[config.mk]
export PLATFORM = sky130hd
export DESIGN_NAME = tile_pixel_gather
export DESIGN_NICKNAME = d
export VERILOG_FILES = /design/src/rtl/tile_pixel_gather.sv
export SDC_FILE = /design/constraint.sdc
export NUM_CORES = 1
export LEC_CHECK = 0
export BUFFER_PORTS_ARGS = -buffer_cell sky130_fd_sc_hd__buf_4
export CORE_MARGIN = 3
export CORE_UTILIZATION = 52
export CTS_BUF_LIST = sky130_fd_sc_hd__clkbuf_4 sky130_fd_sc_hd__clkbuf_8
export CTS_CLUSTER_SIZE = 30
export DETAILED_ROUTE_END_ITERATION = 8
export HOLD_SLACK_MARGIN = 0.06
export PLACE_DENSITY = 0.79
export SLEW_MARGIN = 20
export SYNTH_ARGS = -nofsm -noshare
export SYNTH_HDL_FRONTEND = slang
export SYNTH_SLANG_ARGS = --single-unit
[constraint.sdc]
create_clock -name clk -period 4.5 [get_ports clk]
set_input_delay 0.45 -clock clk [delete_from_list [all_inputs] [get_ports clk]]
set_output_delay 0.45 -clock clk [all_outputs]
set_load 0.05 [all_outputs]
[src/rtl/tile_pixel_gather.sv]
// Gathers pixels for each accepted (i, j, lane) coordinate from image memory and
// packs them into per-beat lane vectors for the convolution engine.
module tile_pixel_gather #(
  parameter int IMG_LOG2  = 6,
  parameter int PIX_W     = 8,
  parameter int MAX_LANES = 8
) (
  input  logic                         clk,
  input  logic                         rst,
  input  logic [6:0]                   num,
  input  logic                         in_valid,
  output logic                         in_ready,
  input  logic [6:0]                   in_i,
  input  logic [6:0]                   in_j,
  input  logic [6:0]                   in_lane,
  input  logic                         in_block_change,
  input  logic                         in_finish,
  output logic                         mem_rd,
  output logic [2*IMG_LOG2-1:0]        mem_addr,
  input  logic [PIX_W-1:0]             mem_rdata,
  output logic                         out_valid,
  input  logic                         out_ready,
  output logic [MAX_LANES*PIX_W-1:0]   out_data,
  output logic [MAX_LANES-1:0]         out_mask,
  output logic                         out_blk_start,
  output logic                         out_done,
  output logic                         err_lane,
  output logic                         err_range
);

  typedef enum logic [1:0] {RUN, FLUSH, DONE} state_t;

  state_t state, state_n;

  logic [6:0] eff_l;
  logic       accept;
  logic       in_range_bad, in_lane_ok, in_last;

  logic       pend_valid, pend_last, pend_lane_ok, pend_bad, pend_blk, pend_fin;
  logic [6:0] pend_lane;

  logic [MAX_LANES*PIX_W-1:0] gather_data, merged_data;
  logic [MAX_LANES-1:0]       gather_mask, merged_mask;
  logic                       gather_blk, merged_blk;
  logic [PIX_W-1:0]           wr_pix;
  logic                       beat_done;

  // NOTE: every always_comb output gets a default first so no path can infer a latch.
  always_comb begin
    eff_l = num;
    if (num == 7'd0)
      eff_l = 7'd1;
    else if (num > 7'(MAX_LANES))
      eff_l = 7'(MAX_LANES);
  end

  assign in_ready = !rst && (state == RUN) && !(out_valid && !out_ready)
                    && !(pend_valid && pend_last);
  assign accept   = in_valid && in_ready;
  assign mem_rd   = accept;
  assign mem_addr = accept ? {in_j[IMG_LOG2-1:0], in_i[IMG_LOG2-1:0]} : '0;

  assign in_range_bad = ((in_i >> IMG_LOG2) != 7'd0) || ((in_j >> IMG_LOG2) != 7'd0);
  assign in_lane_ok   = in_lane < eff_l;
  // A lane outside the active set never closes a beat, even if it carries finish.
  assign in_last      = in_lane_ok && ((in_lane == eff_l - 7'd1) || in_finish);

  // NOTE: sequential state uses non-blocking assignments and the async reset branch first.
  always_ff @(posedge clk or posedge rst) begin
    if (rst) begin
      pend_valid   <= 1'b0;
      pend_last    <= 1'b0;
      pend_lane_ok <= 1'b0;
      pend_bad     <= 1'b0;
      pend_blk     <= 1'b0;
      pend_fin     <= 1'b0;
      pend_lane    <= '0;
    end else begin
      pend_valid <= accept;
      if (accept) begin
        pend_last    <= in_last;
        pend_lane_ok <= in_lane_ok;
        pend_bad     <= in_range_bad;
        pend_blk     <= in_block_change;
        pend_fin     <= in_finish;
        pend_lane    <= in_lane;
      end
    end
  end

  assign wr_pix    = pend_bad ? '0 : mem_rdata;
  assign beat_done = pend_valid && pend_last;

  always_comb begin
    merged_data = gather_data;
    merged_mask = gather_mask;
    merged_blk  = gather_blk;
    if (pend_valid && pend_lane_ok) begin
      for (int k = 0; k < MAX_LANES; k++) begin
        if (pend_lane == 7'(k)) begin
          merged_data[k*PIX_W +: PIX_W] = wr_pix;
          merged_mask[k]                = 1'b1;
        end
      end
      if (pend_lane == 7'd0 && pend_blk)
        merged_blk = 1'b1;
    end
  end

  // NOTE: the gather buffer is plain flops, so it is reset; a completed beat empties it.
  always_ff @(posedge clk or posedge rst) begin
    if (rst) begin
      gather_data <= '0;
      gather_mask <= '0;
      gather_blk  <= 1'b0;
    end else if (beat_done) begin
      gather_data <= '0;
      gather_mask <= '0;
      gather_blk  <= 1'b0;
    end else begin
      gather_data <= merged_data;
      gather_mask <= merged_mask;
      gather_blk  <= merged_blk;
    end
  end

  // in_ready guarantees a completing beat never lands on a stalled output register.
  always_ff @(posedge clk or posedge rst) begin
    if (rst) begin
      out_valid     <= 1'b0;
      out_data      <= '0;
      out_mask      <= '0;
      out_blk_start <= 1'b0;
      out_done      <= 1'b0;
    end else if (beat_done) begin
      out_valid     <= 1'b1;
      out_data      <= merged_data;
      out_mask      <= merged_mask;
      out_blk_start <= merged_blk;
      out_done      <= pend_fin;
    end else if (out_valid && out_ready) begin
      out_valid <= 1'b0;
    end
  end

  always_ff @(posedge clk or posedge rst) begin
    if (rst) begin
      err_lane  <= 1'b0;
      err_range <= 1'b0;
    end else if (pend_valid) begin
      if (!pend_lane_ok) err_lane  <= 1'b1;
      if (pend_bad)      err_range <= 1'b1;
    end
  end

  always_ff @(posedge clk or posedge rst) begin
    if (rst) state <= RUN;
    else     state <= state_n;
  end

  always_comb begin
    state_n = state;
    case (state)
      RUN:     if (accept && in_finish) state_n = FLUSH;
      FLUSH:   if (out_valid && out_ready && out_done) state_n = DONE;
      DONE:    state_n = DONE;
      default: state_n = RUN;
    endcase
  end

endmodule

==> metrics.cfg <==
[status]
run_status=finished clean

[detailed_routing]
routed_via_density=5.33
wl_per_cell_um=15.4
vias=5322
totalWireLength_um=15300
drc_errors=0
drt-pass1-iter-count=8
final_antenna_net_count=0
drt_iter0_markers=392

[cts]
cts_root_buf=clkbuf_8
cts-buffers-inserted=17
clock_latency_ns=0.44
clk_pin_slew_ns=0.09
hold_buffers=0
cts.repair.resized=0
cts_setup_buffers=0
ctsHtreeMaxLevel=4
clk_path_buf_depth=2
cts_tree=done
cts_sinks=165

[synthesis]
ys_ff_latch=165
ys_seq_area_share_pct=60.0
synth.area.top_cells=dfrtp_1 (60%), nor2_1 (9.9%), a21oi_1 (7.4%), a21oi_2 (4.1%), nand2_1 (2.2%)
synth_edf_count=0
yosysMostFrequentCell=nor2_1
netlist-cell-type-count=39
avgSynthCellArea_um2=9.77
ys_warn_count=0
async_flop_share_pct=100
netlist_instances=704
synth_top_area_share_pct=60.0
synth_top_cell_by_area=dfrtp_1
netlist_area_mm2=0.00688
synth_ff_type=dfrtp_1
synth_commonest_cells=nor2_1 (182), dfrtp_1 (165), a21oi_1 (101)

[finish]
area_growth_pct=21.0
instances_no_fill=998
fillers=1041
multi_input_area_mm2=0.00250
layout.nets=865
post_route_cells_drive_above_1_share_pct=25.7
ff_latch_area_mm2=0.00413
antenna_cells=0

[floorplan]
core-area_mm2=0.0128
fp.dieW_um=121
die-area_mm2=0.0146
io_pins=133
initial_core_util_pct=53.8
die-height_um=121
rows=41

[critical_path]
reg2reg_depth=5
cp-start-kind=register
path_max_fanout=29
critPathRequiredTime_ns=4.05
critPathMaxStageDelay_ns=0.59
crit_chain=inv_1, ha_1, nand2b_1, nor3_2, nand2_1, clkinv_1, and2_1, buf_4
regToRegSetupSlack_ns=1.92
setup.worst_path.start=state[0]
crit_cells=8
r2r-end=out_data[15]
r2r-start=pend_lane[4]
slowest_stage=clkinv_1
critPathArrivalTime_ns=2.65
path_buf_inv=3
crit_type=reg2out
endpoint=mem_addr[1]
crit_family=buffers and inverters
cp-end-kind=primary output

[flow_run]
cap_violations=0

[sta]
setup_viol=0
period_needed_ns=3.10
fin_setup_tns_ns=0
post-route-period-util_pct=68.9
rsz0062_at_grt=no
fin_worst_skew_ns=0.0147
tightest_slew_ns=1.01
drv_slew=0
hold_violations=0
relSlewSlack_pct=32.8
timing.fmax_mhz=322

[global_route]
grt_max_degree=113
grt_pass1_wl_um=24900
grt.overflow.total=0
antenna_found_initial=0
grt_pass1_vias=5113
track_usage_pct=21.6

[hold_path]
worstHoldPathCells=3
hold_path_class=in2reg
hp-start=in_block_change

[placed_design]
place_inst=966
gp_congestion=0.851
dp_hpwl_um=10500
io_buffers=132

[pwr]
power_leakage_uw=0.00391
power_density_mw_per_mm2=766
ir_worst_vdd_uv=352

[worst min-delay path by stage]
stage          slack [ns]      endpoint
6_report             0.21      pend_blk
5_1_grt              0.19      pend_blk
4_1_cts              0.19      pend_blk
3_5_place_dp         0.46     err_range
3_3_place_gp         0.46      out_done
2_1_floorplan        0.44  pend_lane[6]
[sequential cells by signal (all words and copies together), names as in the netlist, 2 cells and up]
| name | cells |
|---|---|
| gather_data | 64 |
| gather_mask | 8 |
| out_data | 64 |
| out_mask | 8 |
| pend_lane | 7 |
| state | 2 |
[layout make-up]
| cell class | instances | area share, % |
|---|---|---|
| clock inverters | 15 | 2.14 |
| well taps | 172 | 2.59 |
| repair buffers | 136 | 12.3 |
| inverters | 9 | 0.451 |
| clock buffers | 17 | 2.81 |
| multi-input cells | 484 | 30.1 |
| flip-flops and latches | 165 | 49.6 |
[cells in the final DEF, fill, tap and decap left out, types with 6 or more instances in the layout]
master	instances
nor2b_1	6
ha_1	10
buf_4	135
nand2_1	41
and2_1	12
dfrtp_1	165
o21ai_0	8
nor2_1	182
nor3_1	25
a21oi_2	32
nand2b_1	10
a21oi_1	101
clkbuf_8	17
or3_1	13
inv_1	7
[metal layers]
metal | GRT usage, % | routed length (um) | share of wire (%) | vias to the layer above
met5 | 0 | 0 | 0 | -
met4 | 7.01 | 266 | 1.7 | 0
met3 | 4.90 | 790 | 5.1 | 23
met2 | 33.8 | 7390 | 48 | 174
met1 | 30.1 | 6900 | 45 | 2573
li1 | - | - | - | 2552
[worst reg2reg max path, delay by kind of cell, from the launching register on]
family / cells / cell delay (ns)
and+or+nand+nor: 3 / 1.67
DFF: 1 / 0.39
AOI/OAI and AO/OA: 2 / 0.35
[through the flow]
stage	worst slack, ns	area, um^2	util (%)	hold slack (ns)	power (uW)
final	1.40	8320	65.1	0.208	6370
after global placement	1.91	7910	61.9	0.459	5210
after global routing	1.13	8320	65.1	0.192	6720
after floorplan	1.36	6890	-	0.438	4440
after CTS	1.36	8320	65.1	0.192	6410
after detailed placement	1.80	7910	61.9	0.456	5310
[power by group]
part           internal, uW  leakage, uW  switching, uW
Sequential             2110      0.00203            365
Clock                   552     0.000207            551
Combinational           839      0.00168           1950
[cells by family after synthesis]
kind of cell    synth area share [%]
buf+inv                         3.69
mux                            0.309
other cells                   0.0545
flops                           60.0
fa+ha+maj                       1.82
compound gates                  13.4
simple gates                    20.3
xor+xnor                       0.382
Power figures use the tool's default switching activity.
